--- src/rtl/mux_arb_pkg.sv ---
// Shared types and helpers for the mux select arbiter: FSM state encoding,
// requester count / select width, and one-hot <-> index conversions.
package mux_arb_pkg;

    localparam int NUM_REQ = 4;
    localparam int SEL_W   = 2;

    typedef enum logic {
        IDLE  = 1'b0,
        GRANT = 1'b1
    } state_t;

    // Index of the set bit in a one-hot vector (0 when the vector is zero).
    function automatic logic [SEL_W-1:0] onehot2idx(input logic [NUM_REQ-1:0] oh);
        logic [SEL_W-1:0] idx;
        idx = '0;
        for (int i = 0; i < NUM_REQ; i++) begin
            if (oh[i]) idx = SEL_W'(i);
        end
        return idx;
    endfunction

    // One-hot vector with bit idx set.
    function automatic logic [NUM_REQ-1:0] idx2onehot(input logic [SEL_W-1:0] idx);
        logic [NUM_REQ-1:0] oh;
        oh      = '0;
        oh[idx] = 1'b1;
        return oh;
    endfunction

endpackage

--- src/rtl/mux_sel_arbiter_rr_pick.sv ---
// rr_pick: combinational round-robin picker. Returns the first set bit of
// mask scanning circularly upward from last_ptr+1; found=0 when mask is zero.
module rr_pick
    import mux_arb_pkg::*;
(
    input  logic [NUM_REQ-1:0] mask,
    input  logic [SEL_W-1:0]   last_ptr,
    output logic [SEL_W-1:0]   idx,
    output logic               found
);

    // rot[k] is the candidate k+1 positions after last_ptr, so rot[0] has
    // highest priority and last_ptr itself is examined last.
    logic [NUM_REQ-1:0] rot;
    logic [SEL_W-1:0]   off;

    genvar k;
    generate
        for (k = 0; k < NUM_REQ; k++) begin : g_rot
            assign rot[k] = mask[SEL_W'(last_ptr + SEL_W'(k + 1))];
        end
    endgenerate

    // Lowest set bit of the rotated vector wins.
    always_comb begin
        found = 1'b0;
        off   = '0;
        for (int i = NUM_REQ - 1; i >= 0; i--) begin
            if (rot[i]) begin
                found = 1'b1;
                off   = SEL_W'(i);
            end
        end
    end

    assign idx = SEL_W'(last_ptr + off + SEL_W'(1));

endmodule

--- src/rtl/mux_sel_arbiter.sv ---
// mux_sel_arbiter: round-robin arbiter driving the select of a 4:1 mux.
// One owner at a time, bounded burst length, no idle gap on hand-over.
// Optional macro MUX_SEL_ARBITER_LOCK_EN adds a 'lock' input that suspends
// the burst limit while the current owner keeps requesting.
module mux_sel_arbiter
    import mux_arb_pkg::*;
#(
    parameter  int MAX_BURST = 16,
    localparam int CNT_W     = $clog2(MAX_BURST)
) (
    input  logic               clk,
    input  logic               rst_n,
`ifdef MUX_SEL_ARBITER_LOCK_EN
    input  logic               lock,
`endif
    input  logic [NUM_REQ-1:0] req,
    output logic [NUM_REQ-1:0] grant,
    output logic [SEL_W-1:0]   sel,
    output logic               busy
);

    localparam logic [CNT_W-1:0] CNT_MAX = CNT_W'(MAX_BURST - 1);

    state_t             state, state_nxt;
    logic [NUM_REQ-1:0] grant_nxt;
    logic [SEL_W-1:0]   sel_nxt;
    logic               busy_nxt;
    logic [CNT_W-1:0]   burst_cnt, cnt_nxt;
    logic [SEL_W-1:0]   last_ptr, last_nxt;

    logic [NUM_REQ-1:0] cand;
    logic [SEL_W-1:0]   pick_idx;
    logic               pick_found;
    logic [SEL_W-1:0]   own_idx;
    logic               lock_on;

`ifdef MUX_SEL_ARBITER_LOCK_EN
    assign lock_on = lock;
`else
    assign lock_on = 1'b0;
`endif

    // While granted, the owner is masked out so release/expiry only ever
    // hands over to somebody else; from IDLE every requester is a candidate.
    assign own_idx = onehot2idx(grant);
    assign cand    = (state == GRANT) ? (req & ~grant) : req;

    rr_pick u_pick (
        .mask     (cand),
        .last_ptr (last_ptr),
        .idx      (pick_idx),
        .found    (pick_found)
    );

    // Next-state / next-output logic.
    always_comb begin
        state_nxt = state;
        grant_nxt = grant;
        sel_nxt   = sel;
        last_nxt  = last_ptr;
        cnt_nxt   = burst_cnt;
        unique case (state)
            IDLE: begin
                if (pick_found) begin
                    state_nxt = GRANT;
                    grant_nxt = idx2onehot(pick_idx);
                    sel_nxt   = pick_idx;
                    last_nxt  = pick_idx;
                    cnt_nxt   = '0;
                end
            end
            GRANT: begin
                if (!req[own_idx]) begin
                    // Release (takes precedence over a coincident expiry).
                    cnt_nxt = '0;
                    if (pick_found) begin
                        grant_nxt = idx2onehot(pick_idx);
                        sel_nxt   = pick_idx;
                        last_nxt  = pick_idx;
                    end else begin
                        state_nxt = IDLE;
                        grant_nxt = '0;
                    end
                end else if (lock_on) begin
                    // Locked owner: burst limit suspended, counter frozen.
                    cnt_nxt = burst_cnt;
                end else if (burst_cnt != CNT_MAX) begin
                    cnt_nxt = burst_cnt + CNT_W'(1);
                end else begin
                    // Expiry: rotate if anyone else waits, else keep owner.
                    cnt_nxt = '0;
                    if (pick_found) begin
                        grant_nxt = idx2onehot(pick_idx);
                        sel_nxt   = pick_idx;
                        last_nxt  = pick_idx;
                    end
                end
            end
        endcase
        busy_nxt = |grant_nxt;
    end

    // State and registered outputs; reset forces requester 0 to win first.
    always_ff @(posedge clk or negedge rst_n) begin
        if (!rst_n) begin
            state     <= IDLE;
            grant     <= '0;
            sel       <= '0;
            busy      <= 1'b0;
            burst_cnt <= '0;
            last_ptr  <= SEL_W'(NUM_REQ - 1);
        end else begin
            state     <= state_nxt;
            grant     <= grant_nxt;
            sel       <= sel_nxt;
            busy      <= busy_nxt;
            burst_cnt <= cnt_nxt;
            last_ptr  <= last_nxt;
        end
    end

    // Structural invariants of the grant outputs.
    a_onehot : assert property (@(posedge clk) disable iff (!rst_n) $onehot0(grant));
    a_selown : assert property (@(posedge clk) disable iff (!rst_n) (grant != '0) |-> grant[sel]);
    a_busy   : assert property (@(posedge clk) disable iff (!rst_n) busy == (|grant));

endmodule

--- config.mk ---
export PLATFORM = sky130hd
export DESIGN_NAME = mux_sel_arbiter
export DESIGN_NICKNAME = d
export VERILOG_FILES = /design/src/rtl/mux_arb_pkg.sv /design/src/rtl/mux_sel_arbiter_rr_pick.sv /design/src/rtl/mux_sel_arbiter.sv
export SDC_FILE = /design/constraint.sdc
export NUM_CORES = 1
export LEC_CHECK = 0
export ABC_AREA = 1
export BUFFER_PORTS_ARGS = -buffer_cell sky130_fd_sc_hd__clkbuf_2
export CAP_MARGIN = 20
export CORE_ASPECT_RATIO = 1.25
export CORE_MARGIN = 2
export CORE_UTILIZATION = 56
export DETAILED_ROUTE_END_ITERATION = 16
export GPL_TIMING_DRIVEN = 0
export PLACE_DENSITY = 0.8
export SLEW_MARGIN = 25
export SYNTH_ARGS = -nofsm -noshare
export SYNTH_HDL_FRONTEND = slang
export SYNTH_SLANG_ARGS = --single-unit
--- constraint.sdc ---
create_clock -name clk -period 2.7 [get_ports clk]
set_input_delay 0.54 -clock clk [delete_from_list [all_inputs] [get_ports clk]]
set_output_delay 0.54 -clock clk [all_outputs]
set_load 0.1 [all_outputs]
**Yosys cells after proc, flatten, opt, wreduce, memory -nomap -nowiden**

Cells that the tools add are included.

- Bits of input ports: 6
- Register bits after elaboration: 14
- Bits in writable memories: 0
- Bits in read-only memories: 0
- Memories: 0
- Output and inout port bits: 7
- Latch bits: 0
- Word-level logic and storage cells: 71

- Multipliers: 0
- Equal/unequal tests: 3
- Reduce and logical (&&, ||, !) cells: 2
- $add $sub $neg: 6
- Muxes and demuxes: 44
- Bitwise operators: 3
- Magnitude comparators: 7
- Shift-type cells: 0
- Divide/modulo/power cells: 0

Operators with widths:

| kind | count |
|---|---|
| $mux W4 | 8 |
| $mux W2 | 12 |
| $lt A2 B3 Y1 const B | 6 |
| $pmux W4 S2 | 2 |
| $mux W1 | 13 |
| $bmux W1 S2 | 5 |
| $pmux W2 S2 | 2 |
| $add A2 B1 Y2 const B | 2 |
| $add A2 B2 Y2 const B | 2 |
| $add A4 B1 Y4 const B | 1 |
| $and A4 B4 Y4 | 1 |
| $ne A4 B4 Y1 const B | 1 |
| $not A4 Y4 | 1 |
| $reduce_or A4 Y1 | 1 |
| $ne A3 B3 Y1 const B | 1 |
| $add A2 B2 Y2 | 1 |
| $demux W1 S2 | 1 |
| $ge A2 B1 Y1 const B | 1 |
| $ne A2 B2 Y1 const B | 1 |
| $pmux W1 S2 | 1 |
| $logic_and A1 B1 Y1 | 1 |
| $not A1 Y1 | 1 |

**Longest topological paths before layout**

Gate-level depths: netlist of run 1.

- Word-level depth: 20
- Depth in mapped cells: 18
- Mapped depth without buffers: 17

**Hierarchy**

Synthesis of run 1 repeated with hierarchy kept, for this count alone.

- Cells, all modules: 170
- Area total of the unflattened synthesis: 1117.3 um^2

By module, submodules not included:

| module | area each (um^2) | sequential area each (um^2) | cells each | instances |
|---|---|---|---|---|
| mux_sel_arbiter | 844.6 | 352.8 | 113 | 1 |
| rr_pick | 272.8 | 0.0 | 57 | 1 |

**Worst setup path before layout of run 1**

OpenSTA, ideal clock, no wires.

- Kind: flip-flop to flip-flop
- From: register grant[1]
- To: register busy
- Setup time: 0.116 ns
- Clock period less this slack: 2.587 ns
- Arrival time: 2.471 ns
- Path slack: 0.113 ns
- Data required time: 2.584 ns
- Cell stages (with the launch flop): 18
- Cell sequence: dfrtp_1 > nand2_1 > nand3_1 > nand3_1 > nand2_1 > a21oi_1 > o21ai_0 > ha_1 > xor2_1 > inv_1 > nand3_1 > nand2_1 > nand2_1 > nand2_1 > nand2_1 > nand2_1 > inv_1 > nand2_1

- Cells in the longest elaborated chain, start to end: 20
- Elaborated cells between the ends (all ways): 37

RTL lines:

| element | RTL line | RTL |
|---|---|---|
| from (decl) | mux_sel_arbiter.sv:17 | `output logic [NUM_REQ-1:0] grant,` |
| from (signal assigned) | mux_sel_arbiter.sv:114 | `grant <= grant_nxt;` |
| $not A4 Y4 | mux_sel_arbiter.sv:46 | `assign cand = (state == GRANT) ? (req & ~grant) : req;` |
| $and A4 B4 Y4 | mux_sel_arbiter.sv:46 |  |
| $mux W4 | mux_sel_arbiter.sv:46 |  |
| $bmux W1 S2 | mux_sel_arbiter_rr_pick.sv:20 | `assign rot[k] = mask[SEL_W'(last_ptr + SEL_W'(k + 1))];` |
| $mux W1 (implied by the code) | mux_sel_arbiter_rr_pick.sv:20 |  |
| $mux W2 (4 in series) | mux_sel_arbiter_rr_pick.sv:29 | `if (rot[i]) begin` |
| $add A2 B2 Y2 | mux_sel_arbiter_rr_pick.sv:36 | `assign idx = SEL_W'(last_ptr + off + SEL_W'(1));` |
| $add A2 B1 Y2 | mux_sel_arbiter_rr_pick.sv:36 |  |
| [... 2 more ...] | -- |  |
| $mux W1 (implied by the code) | mux_arb_pkg.sv:27 | `oh[idx] = 1'b1;` |
| $demux W1 S2 | mux_arb_pkg.sv:27 |  |
| $mux W4 | mux_sel_arbiter.sv:64, mux_sel_arbiter.sv:92 |  |
| $mux W4 | mux_sel_arbiter.sv:87 | `end else if (burst_cnt != CNT_MAX) begin` |
| $mux W4 | mux_sel_arbiter.sv:73 | `if (!req[own_idx]) begin` |
| $pmux W4 S2 (*) | mux_sel_arbiter.sv:62 | `unique case (state)` |
| $reduce_or A4 Y1 (*) | mux_sel_arbiter.sv:100 | `busy_nxt = \|grant_nxt;` |
| named net busy_nxt | mux_sel_arbiter.sv:27 | `logic busy_nxt;` |
| to (signal assigned) | mux_sel_arbiter.sv:116 | `busy <= busy_nxt;` |
| to (decl) | mux_sel_arbiter.sv:19 | `output logic busy` |

The timed path passes the listed nets; every way through them passes the cells marked *. The select of a mux whose other input is x is not followed.
A chain may end at the register's enable or synchronous reset.

**Worst setup path after layout of run 1**

- From: register last_ptr[1]
- To: register busy

- Cells in the longest elaborated chain, start to end: 17
- Elaborated cells between the ends (all ways): 32

RTL lines:

| element | RTL line | RTL |
|---|---|---|
| from (decl) | mux_sel_arbiter.sv:29 | `logic [SEL_W-1:0] last_ptr, last_nxt;` |
| from (signal assigned) | mux_sel_arbiter.sv:111 | `last_ptr <= SEL_W'(NUM_REQ - 1);` |
| from (signal assigned) | mux_sel_arbiter.sv:118 | `last_ptr <= last_nxt;` |
| $add A2 B2 Y2 or $bmux W1 S2 (tied branches) | mux_sel_arbiter_rr_pick.sv:20 |  |
| $bmux W1 S2 or $mux W1 (tied branches) | mux_sel_arbiter_rr_pick.sv:20 |  |
| $mux W1 (implied by the code) or $mux W2 (tied branches) | mux_sel_arbiter_rr_pick.sv:20, mux_sel_arbiter_rr_pick.sv:29 |  |
| $mux W2 (3 in series) | mux_sel_arbiter_rr_pick.sv:29 |  |
| $add A2 B2 Y2 | mux_sel_arbiter_rr_pick.sv:36 |  |
| $add A2 B1 Y2 | mux_sel_arbiter_rr_pick.sv:36 |  |
| $lt A2 B3 Y1 (implied by the code) or $ge A2 B1 Y1 (tied branches) | mux_arb_pkg.sv:27 |  |
| $logic_and A1 B1 Y1 (implied by the code) | mux_arb_pkg.sv:27 |  |
| $mux W1 (implied by the code) | mux_arb_pkg.sv:27 |  |
| $demux W1 S2 | mux_arb_pkg.sv:27 |  |
| $mux W4 | mux_sel_arbiter.sv:64, mux_sel_arbiter.sv:92 |  |
| $mux W4 | mux_sel_arbiter.sv:87 |  |
| $mux W4 | mux_sel_arbiter.sv:73 |  |
| $pmux W4 S2 (*) | mux_sel_arbiter.sv:62 |  |
| $reduce_or A4 Y1 (*) | mux_sel_arbiter.sv:100 |  |
| named net busy_nxt | mux_sel_arbiter.sv:27 |  |

Marked as above.

==> key figures, run 1 <==
Setup path
  • R2r worst-path depth: 18
  • Worst EP arrival: 2510 ps
  • Setup CP Type: reg2reg
  • Worst setup SP type: flip-flop
  • CP Capture Type: flip-flop
  • Worst r2r dst: busy$_DFF_PN0_
  • Worst path required time: 2870 ps
  • Reg2reg setup slack: 370 ps
  • Crit path max fanout: 7
  • Reg2reg start: last_ptr[1]$_DFFE_PN1P_

Floorplan
  • Initial core utilization: 58.39%
  • Num rows: 17
  • Die height: 51.68 um
  • Die area: 2178 sq um
  • I/O Pins: 13
  • Core area: 1744 sq um
  • Die W: 42.15 um

Placed design
  • HPWL after detailed placement: 1.731 mm
  • RePlAce Congestion: 0.9203
  • I/O Buffers: 12
  • Placed Area: 1102 sq um

Global route
  • Overflow after GRT: 0
  • Initial antenna violation count: 0
  • Largest net degree at the start of global routing: 15
  • Total track usage: 24.09%
  • First-pass GRT wire length: 4.057 mm
  • Vias in the first global route: 974

Run
  • Max cap viols: 0

Cells and area
  • Antenna diodes: 0
  • Post-route cell area: 1144 sq um
  • Ratio of cells with drive above 1 in the final layout: 18.39%
  • Filler instances: 168
  • Commonest non-fill, non-tap cells in the layout: nand2_1, inv_1, nand3_1
  • Most common cell after layout, fill and taps aside: nand2_1
  • Nets: 183
  • Area delta synth->final: 12.29%
  • Post-layout util: 65.57%

STA
  • Minimum clock period: 2334 ps
  • Minimum hold slack: 147.7 ps
  • # setup viols final: 0
  • Max Fclk: 428.5 MHz
  • RSZ-0062 raised after global routing: false
  • Headroom to the max-slew limit: 63.62%
  • Worst Tran Pin Value: 540.0 ps
  • Slew Limit Fails: 0
  • Tcrit/Tclk final: 86.43%
  • Clk_skew: 3.333 ps
  • Fin. Hold Viols: 0
  • TNS Setup: 0 ps

Clock tree
  • TritonCTS Buffers: 3
  • Clk pin slew, worst setup/hold paths: 80 ps
  • Post-CTS setup buffers: 0
  • Post-CTS Hold Buffers: 0
  • Clock Path Buffers: 2
  • Clk sinks: 14
  • Worst skew pair latency: 280 ps
  • CTS tree: yes
  • CTS H-tree lvls: 1
  • Clock root cell: clkbuf_4

Synthesis
  • Synth Warn #: 0
  • Number of synthesized register bits: 14
  • Sequential area share after synthesis: 34.64%
  • Synth Cell Area: 1018 sq um
  • Net Count, Synth: 166
  • Syn avg cell area: 6.446 sq um
  • Synth unique cells: 23
  • Cell count after synthesis: 158

Drt
  • Drt first-iter violations: 21
  • DR WL/cell: 11.37 um
  • Routed WL: 2.194 mm
  • Pre-Repair DR Iteration Count: 4
  • Number of remaining DRC errors: 0
  • Vias per std cell: 5.301
  • Final ANT Viol Nets: 0
  • Via Count: 1023

Hold path
  • Hold/Removal Path Class: in2async

Run status
  • Status: finished, final reports clean
registers in the layout, summed over array words and instances (netlist names):
| register | flops |
|---|---|
| state | 1 |
| grant | 4 |
| sel | 2 |
| last_ptr | 2 |
| burst_cnt | 4 |
| busy | 1 |
cells by family (layout without fill, tap and decap cells):
group / Yosys count / count (layout) / share of synthesized area [%]
flops: 14 / 14 / 34.64
simple gates: 100 / 100 / 43.00
buf+inv: 25 / 41 / 10.44
fa+ha+maj: 2 / 2 / 2.457
xor+xnor: 2 / 2 / 1.720
compound gates: 15 / 15 / 7.740
repair_timing:
| item | in CTS | in global routing |
|---|---|---|
| hold endpoints to repair | 0 | 0 |
| gates resized for setup | 0 | 2 |
| endpoints found under the setup margin | 0 | 1 |
metrics by stage:
| stage | setup WS (ps) | instances |
|---|---|---|
| floorplan | 112.7 | 158 |
| global placement | 324.0 | 189 |
| detailed placement | 274.3 | 189 |
| CTS | 241.0 | 193 |
| global route | 40.30 | 193 |
| finish | 366.4 | 193 |
worst max-delay path, stage by stage (launching register included):
cell and delay, ps:
dfstp_2 520, buf_2 170, inv_2 80, nand2_1 70, nand2_1 90, nand3_1 110, a21oi_1 70, o21ai_1 150
ha_1 180, xor2_1 200, inv_1 80, nand3_2 110, nand2_1 80, nand2_1 60, nand2_1 40, nand2_1 70
nand2_1 60, inv_1 50, nand2_1 40
how the worst max path moves through the flow:
stage                     slack [ps]                    start  depth (start not counted)             end
after floorplan                  110       grant[1]$_DFF_PN0_                         17  busy$_DFF_PN0_
after global placement           320  last_ptr[1]$_DFFE_PN1P_                         18  busy$_DFF_PN0_
after detailed placement         270  last_ptr[1]$_DFFE_PN1P_                         18  busy$_DFF_PN0_
after CTS                        240  last_ptr[1]$_DFFE_PN1P_                         18  busy$_DFF_PN0_
after global routing              40  last_ptr[1]$_DFFE_PN1P_                         18  busy$_DFF_PN0_
final                            370  last_ptr[1]$_DFFE_PN1P_                         18  busy$_DFF_PN0_
cell usage after synthesis:
cell type	n	area, sq um
nor2_2	2	12.51
buf_2	2	10.01
o21ai_0	8	40.04
o21ai_1	2	10.01
nand2_1	67	251.5
inv_4	1	6.260
inv_1	20	75.07
nand2_2	1	6.260
a21oi_1	3	15.01
nor3_1	1	5.000
nand3_1	17	85.08
o211ai_1	1	7.510
nand3_2	4	40.04
nor2_1	7	26.28
buf_6	1	11.26
xor2_1	1	8.760
xnor2_1	1	8.760
ha_1	2	25.02
inv_2	1	3.750
dfstp_2	2	52.55
dfrtp_1	12	300.3
nor2_4	1	11.26
o22ai_1	1	6.260
final cells by class:
| type | count | area (sq um) | share of cell area (%) |
|---|---|---|---|
| sequential | 14 | 352.8 | 30.85 |
| tap | 19 | 23.77 | 2.079 |
| multi-input combinational | 119 | 564.3 | 49.34 |
| buffer | 3 | 21.27 | 1.860 |
| inverter | 22 | 85.08 | 7.440 |
| clock buffer | 4 | 36.28 | 3.173 |
| timing repair buffer | 12 | 60.06 | 5.252 |
metal layers:
layer  vias to the layer above  share of wire, %  global-route usage (%)
met5                         -                 0                       0
met4                         0               2.6                   13.02
met3                         6               3.3                   1.042
met2                        26                51                   42.45
met1                       464                43                   29.78
li1                        527                 -                       -
Power of run 1 is left out: the tool's default activity adds up to more than one toggle a clock period on the data nets, which glitch-free logic cannot reach.
==> inputs of run 2 (changes only) <==
ABC_AREA = not set   (was 1)
==> run 2 against run 1 <==
Effect of this change:
- the run now ends with setup timing left
- critical path depth decreased by 5
- synthesized area decreased by 1.2%
- synthesized cell count decreased by 30%
- clock skew decreased by 2.5 ps
- register-to-register slack got worse by 840 ps
- setup slack got worse by 840 ps
- flip-flop and latch count unchanged
- count of clock-buffer cells in the layout unchanged
- hold slack got worse by 5.3 ps
- maximum frequency decreased by 26%
- via count decreased by 1.8%
- final area increased by 17%
- critical endpoint unchanged
- highest routed layer unchanged
==> key figures, run 2 <==
Run status
  • Status: complete, but fails checks (was finished, final reports clean)
  • Failing checks: setup timing

Synthesis
  • Post-synthesis compound-gate area fraction: 33.46% (was 7.740%)
  • Post-synth top cells: nand2_1, dfrtp_1, o21ai_0 (was nand2_1, inv_1, nand3_1)
  • Area leader, netlist: dfrtp_1 (unchanged)
  • Simple logic cell fraction of the synthesized area: 17.54% (was 43.00%)
  • Synth Cell Area: 1006 sq um (was 1018 sq um)
  • FFs w/ async S/R, synth: 100.0% (unchanged)
  • Largest family of logic cells by synthesized area: compound AO/OA/AOI/OAI gates (was simple AND/OR/NAND/NOR gates)
  • Synth Area in XOR/XNOR: 1.741% (was 1.720%)
  • Mux cell area share after synthesis: 5.100% (was 0%)
  • Number of synthesized register bits: 14 (unchanged)
  • Ys flop type: dfrtp_1 (unchanged)
  • Net Count, Synth: 118 (was 166)
  • Sequential area share after synthesis: 35.07% (was 34.64%)
  • Post-Synth Adder-Cell Area: 2.488% (was 2.457%)
  • Synth top area share: 29.85% (was 29.48%)
  • Synth unique cells: 46 (was 23)
  • Synth Warn #: 0 (unchanged)
  • Count leader, synth: nand2_1 (unchanged)
  • Synth top area cells: dfrtp_1, dfstp_2, nand2_1 (was dfrtp_1, nand2_1, nand3_1)
  • Syn avg cell area: 9.145 sq um (was 6.446 sq um)
  • EDFF count, synth: 0 (unchanged)
  • Cell count after synthesis: 110 (was 158)

Drt
  • Number of remaining DRC errors: 0 (unchanged)
  • Pre-Repair DR Iteration Count: 5 (was 4)
  • Final ANT Viol Nets: 0 (unchanged)
  • Via Count: 1005 (was 1023)
  • DR WL/cell: 16.55 um (was 11.37 um)
  • Vias per std cell: 6.442 (was 5.301)
  • Routed WL: 2.582 mm (was 2.194 mm)
  • Drt first-iter violations: 26 (was 21)

Cells and area
  • Fin cells: 156 (was 193)
  • Largest registers: burst_cnt (4), grant (4) (unchanged)
  • Commonest non-fill, non-tap cells in the layout: nand2_1, clkbuf_2, buf_4 (was nand2_1, inv_1, nand3_1)
  • Filler instances: 113 (was 168)
  • Most common cell after layout, fill and taps aside: nand2_1 (unchanged)
  • Antenna diodes: 0 (unchanged)
  • Ratio of cells with drive above 1 in the final layout: 40.15% (was 18.39%)
  • Nets: 146 (was 183)
  • Area delta synth->final: 33.33% (was 12.29%)

STA
  • Max Fclk: 315.3 MHz (was 428.5 MHz)
  • Minimum clock period: 3172 ps (was 2334 ps)
  • Tcrit/Tclk final: 117.5% (was 86.43%)
  • Fin. Hold Viols: 0 (unchanged)
  • Slew Limit Fails: 0 (unchanged)
  • Minimum hold slack: 142.4 ps (was 147.7 ps)
  • # setup viols final: 3 (was 0)
  • RSZ-0062 raised after global routing: true (was false)
  • Headroom to the max-slew limit: 52.04% (was 63.62%)
  • Worst Tran Pin Value: 718.1 ps (was 540.0 ps)
  • Final WS setup: -471.8 ps (was 366.4 ps)
  • Clk_skew: 0.8597 ps (was 3.333 ps)

Floorplan
  • Core area: 1723 sq um (was 1744 sq um)
  • Die W: 41.91 um (was 42.15 um)
  • Die height: 51.39 um (was 51.68 um)
  • Num rows: 17 (unchanged)
  • I/O Pins: 13 (unchanged)
  • Die area: 2154 sq um (was 2178 sq um)
  • Initial core utilization: 58.39% (about the same)

Setup path
  • CP cell instances: buf_6 > mux2i_4 > a21oi_4 > a311o_1 > a21oi_1 > a311oi_1 > ha_1 > o41ai_4 > a21oi_2 > nand2b_1 > mux2i_1 > a221o_1 > or4_1 (was buf_2 > inv_2 > nand2_1 > nand2_1 > nand3_1 > a21oi_1 > o21ai_1 > ha_1 > xor2_1 > inv_1 > nand3_2 > nand2_1 > nand2_1 > nand2_1 > nand2_1 > nand2_1 > inv_1 > nand2_1)
  • Worst setup SP type: flip-flop (unchanged)
  • Setup CP Type: reg2reg (unchanged)
  • Worst EP arrival: 3320 ps (was 2510 ps)
  • CP delay by family, top: compound AO/OA/AOI/OAI gates (was simple AND/OR/NAND/NOR gates)
  • Worst path required time: 2850 ps (was 2870 ps)
  • CP Capture Type: flip-flop (unchanged)
  • CP max-delay cell: dfstp_2 (unchanged)
  • Crit path buffers/inverters: 1 (was 4)
  • Crit path max fanout: 5 (was 7)
  • Worst stage delay on the critical path: 570 ps (was 520 ps)

Placed design
  • RePlAce Congestion: 0.9471 (was 0.9203)
  • HPWL after detailed placement: 1.752 mm (was 1.731 mm)
  • Placed Cells: 141 (was 189)
  • I/O Buffers: 12 (unchanged)

Global route
  • Vias in the first global route: 985 (was 974)
  • First-pass GRT wire length: 4.388 mm (was 4.057 mm)
  • Total track usage: 27.07% (was 24.09%)
  • Overflow after GRT: 0 (unchanged)
  • Initial antenna violation count: 0 (unchanged)
  • Largest net degree at the start of global routing: 15 (unchanged)

Hold path
  • Hold/Removal Path Class: in2async (unchanged)

Clock tree
  • CTS tree: yes (unchanged)
  • Post-CTS Hold Buffers: 0 (unchanged)
  • TritonCTS Buffers: 3 (unchanged)
  • Clock root cell: clkbuf_4 (unchanged)
  • CTS H-tree lvls: 1 (unchanged)
  • Clk sinks: 14 (unchanged)
  • Worst skew pair latency: 280 ps (about the same)
  • Clock Path Buffers: 2 (unchanged)
  • Clk pin slew, worst setup/hold paths: 80 ps (about the same)

Run
  • Max cap viols: 0 (unchanged)
run 2: cell count changes in the layout (fill, tap and decap cells not counted), moves of 3 or more:
cell,previous run,this run
buf_4,0,10
buf_6,1,4
dfrtp_1,12,8
dfrtp_4,0,4
inv_1,20,5
mux2i_1,0,3
nand2_1,67,14
nand3_1,16,4
nand3_2,5,0
o21ai_1,3,0
run 2: worst paths after layout:
path,from,to,slack [ps],cells past startpoint
setup / recovery,last_ptr[0]$_DFFE_PN1P_,busy$_DFF_PN0_,-470,13
hold / removal,rst_n,burst_cnt[2]$_DFFE_PN0P_,140,1
setup reg to reg,last_ptr[0]$_DFFE_PN1P_,busy$_DFF_PN0_,-470,13
hold reg to reg,sel[1]$_DFFE_PN0P_,sel[1]$_DFFE_PN0P_,490,2
max in group asynchronous,rst_n,last_ptr[0]$_DFFE_PN1P_,2260,1
min in group clk,sel[1]$_DFFE_PN0P_,sel[1]$_DFFE_PN0P_,490,2
run 2: timing repair:
action                                  4_1_cts  5_1_grt
resized for setup                             1       10
buffers inserted                              9        2
endpoints found under the setup margin        1        5
gates cloned                                  0        0
pin swaps                                     9       12
endpoints found under the hold margin         0        0
run 2: cell type report:
type | count | area [sq um] | share of cell area [%]
buffer | 4 | 33.78 | 2.519
clock buffer | 4 | 36.28 | 2.705
inverter | 5 | 18.77 | 1.399
multi-input combinational | 87 | 710.7 | 52.98
sequential | 14 | 367.9 | 27.43
tap | 19 | 23.77 | 1.772
timing repair buffer | 23 | 150.1 | 11.19
run 2: kinds of logic after synthesis:
family                     after synthesis
AOI/OAI and AO/OA                       42
and+or+nand+nor                         36
DFF                                     14
buffers and inverters                    9
muxes                                    5
xor gates and xnor gates                 2
adders and majority gates                2
run 2: worst register-to-register path, delay by kind of cell (launching register included):
family,cells,cell delay [ps]
AO/OA/AOI/OAI,7,1070
adder cells (fa/ha/maj),1,370
buffers and inverters,1,120
flip-flops,1,570
multiplexers,2,300
AND/OR/NAND/NOR,2,610
run 2: metrics by stage:
step                      instance area, sq um  setup TNS, ps  setup WS [ps]  util (%)
after global routing                      1341          -1150         -594.6     77.85
after CTS                                 1287         -481.7         -400.2     74.73
final                                     1341         -630.9         -471.8     77.85
after global placement                    1179         -422.3         -422.3     68.41
after floorplan                           1095         -254.8         -254.8         -
after detailed placement                  1179         -444.1         -444.1     68.41
run 2: per-layer routing:
layer	part of all wire [%]	track usage (%)	vias to the layer above
met5	0	0	-
met4	1.6	12.37	0
met3	2.6	4.240	7
met2	55	48.44	26
met1	40	31.45	494
li1	-	-	478
Power of run 2 is left out for the same reason.
==> inputs of run 3 (changes only) <==
CORE_UTILIZATION = 50   (was 56)
MAX_ROUTING_LAYER = met4   (was not set)
PLACE_DENSITY = 0.73   (was 0.8)
==> run 3 against run 2 <==
Effect of this change:
- the flow still finishes with violations (setup timing)
- hold slack is essentially flat
- register-to-register slack is essentially flat
- final area is 1.8% lower
- wire length is 1.5% higher
- sequential share of layout area is 0.50 points higher
- critical path depth down 1
- core utilization shrank 9.8 points
- critical endpoint unchanged
- setup slack better by 9.5 ps
==> key figures, run 3 (synthesis gave the netlist of run 2 again) <==
Run status
  • Status: complete, but fails checks (unchanged)
  • Failing checks: setup timing (unchanged)

STA
  • Max Fclk: 316.2 MHz (was 315.3 MHz)
  • Tcrit/Tclk final: 117.1% (was 117.5%)
  • # setup viols final: 3 (unchanged)
  • Headroom to the max-slew limit: 53.61% (was 52.04%)
  • Fin. Hold Viols: 0 (unchanged)
  • Clk_skew: 4.847 ps (was 0.8597 ps)
  • Minimum clock period: 3162 ps (was 3172 ps)
  • Worst Tran Pin Value: 694.6 ps (was 718.1 ps)
  • Final WS setup: -462.3 ps (was -471.8 ps)
  • RSZ-0062 raised after global routing: true (unchanged)
  • Slew Limit Fails: 0 (unchanged)

Global route
  • Largest net degree at the start of global routing: 15 (unchanged)
  • Initial antenna violation count: 0 (unchanged)
  • Overflow after GRT: 0 (unchanged)
  • Vias in the first global route: 850 (was 985)
  • First-pass GRT wire length: 3.836 mm (was 4.388 mm)
  • Total track usage: 22.85% (was 27.07%)

Clock tree
  • TritonCTS Buffers: 3 (unchanged)
  • Clk sinks: 14 (unchanged)
  • Clock root cell: clkbuf_4 (unchanged)
  • CTS H-tree lvls: 1 (unchanged)
  • Worst skew pair latency: 280 ps (about the same)
  • Post-CTS Hold Buffers: 0 (unchanged)
  • Clk pin slew, worst setup/hold paths: 80 ps (about the same)
  • CTS tree: yes (unchanged)
  • Clock Path Buffers: 2 (unchanged)

Setup path
  • CP cell instances: mux2_4 > a21oi_4 > a311o_1 > a21oi_2 > a311oi_2 > ha_2 > o41ai_4 > a21oi_2 > nand2b_1 > mux2i_1 > a221o_1 > or4_4 (was buf_6 > mux2i_4 > a21oi_4 > a311o_1 > a21oi_1 > a311oi_1 > ha_1 > o41ai_4 > a21oi_2 > nand2b_1 > mux2i_1 > a221o_1 > or4_1)
  • Crit path launch: last_ptr[0]$_DFFE_PN1P_ (unchanged)
  • CP Depth: 12 (was 13)
  • Most used cell, CP: a21oi_2
  • Worst EP arrival: 3320 ps (about the same)
  • R2r worst-path depth: 12 (was 13)
  • CP Capture Type: flip-flop (unchanged)
  • CP max-delay cell: dfstp_2 (unchanged)
  • Worst r2r dst: busy$_DFF_PN0_ (unchanged)
  • Crit path buffers/inverters: 0 (was 1)
  • CP delay by family, top: compound AO/OA/AOI/OAI gates (unchanged)
  • Worst path required time: 2860 ps (was 2850 ps)
  • Reg2reg start: last_ptr[0]$_DFFE_PN1P_ (unchanged)
  • Crit path max fanout: 4 (was 5)
  • Worst Setup EP: busy$_DFF_PN0_ (unchanged)
  • Worst stage delay on the critical path: 580 ps (was 570 ps)
  • Setup CP Type: reg2reg (unchanged)
  • Worst setup SP type: flip-flop (unchanged)
  • Reg2reg setup slack: -460 ps (was -470 ps)

Placed design
  • RePlAce Congestion: 0.8541 (was 0.9471)
  • HPWL after detailed placement: 1.786 mm (was 1.752 mm)
  • Placed Area: 1180 sq um (was 1179 sq um)
  • I/O Buffers: 12 (unchanged)

Run
  • Max cap viols: 0 (unchanged)

Drt
  • DR WL/cell: 16.91 um (was 16.55 um)
  • Via Count: 982 (was 1005)
  • Vias per std cell: 6.335 (was 6.442)
  • Pre-Repair DR Iteration Count: 4 (was 5)
  • Routed WL: 2.621 mm (was 2.582 mm)
  • Drt first-iter violations: 22 (was 26)
  • Final ANT Viol Nets: 0 (unchanged)
  • Number of remaining DRC errors: 0 (unchanged)

Cells and area
  • Most common cell after layout, fill and taps aside: nand2_1 (unchanged)
  • Commonest non-fill, non-tap cells in the layout: nand2_1, clkbuf_2, buf_4 (unchanged)
  • Post-route cell area: 1318 sq um (was 1341 sq um)
  • Area delta synth->final: 30.97% (was 33.33%)
  • Largest registers: burst_cnt (4), grant (4) (unchanged)
  • Filler instances: 157 (was 113)
  • Antenna diodes: 0 (unchanged)
  • Sequential Area: 367.9 sq um (unchanged)
  • Ratio of cells with drive above 1 in the final layout: 40.00% (was 40.15%)
  • Nets: 144 (was 146)
  • Footprint of the multi-input gates: 714.4 sq um (was 710.7 sq um)

Floorplan
  • Die height: 54.15 um (was 51.39 um)
  • Core area: 1937 sq um (was 1723 sq um)
  • Die area: 2389 sq um (was 2154 sq um)
  • I/O Pins: 13 (unchanged)
  • Die W: 44.12 um (was 41.91 um)
  • Initial core utilization: 51.94% (was 58.39%)
  • Num rows: 18 (was 17)

Hold path
  • Hold/Removal Path Class: in2async (unchanged)
## run 3: cell types whose count changed in the layout (fill, tap and decap cells not counted), sizes merged
cell,previous run,this run
buf,14,12
## run 3: how the worst min path moves through the flow
stage               start                       end  slack, ps  cells after the start
floorplan           rst_n  burst_cnt[0]$_DFFE_PN0P_        240                      0
global placement    rst_n            busy$_DFF_PN0_        450                      1
detailed placement  rst_n  burst_cnt[2]$_DFFE_PN0P_        460                      1
CTS                 rst_n  burst_cnt[2]$_DFFE_PN0P_        150                      1
global route        rst_n  burst_cnt[1]$_DFFE_PN0P_        170                      1
finish              rst_n        grant[1]$_DFF_PN0_        140                      1
## run 3: layout make-up
type	instances	area share [%]
clock buffers	4	1.994
plain buffers	4	2.564
inverters	5	1.425
multi-input cells	87	54.23
flip-flops and latches	14	27.92
well taps	20	1.899
repair buffers	21	9.972
## run 3: per-layer routing
metal  track usage [%]  vias up  wire [um]
met2             38.97       18       1406
met3             3.020        6         62
met1             27.14      488       1100
met5                 -        -          0
met4             9.091        0         51
li1                  -      470          -
## run 3: what timing repair did
action / 4_1_cts / 5_1_grt
pin swaps: 1 / 7
setup buffers: 3 / 6
endpoints found under the hold margin: 0 / 0
gates resized for setup: 1 / 9
setup endpoints to repair: 2 / 4
## run 3: per-stage QoR
stage	setup slack [ps]	std cells	utilization [%]	hold WS, ps	TNS [ps]
6_report	-462.3	155	68.02	142.6	-662.9
3_3_place_gp	-480.0	142	60.92	451.4	-480.0
4_1_cts	-483.7	149	63.70	151.8	-483.7
5_1_grt	-574.7	155	68.02	170.4	-1033
2_1_floorplan	-254.8	110	-	244.4	-254.8
3_5_place_dp	-505.2	142	60.92	458.2	-505.8
Power of run 3 is left out for the same reason.
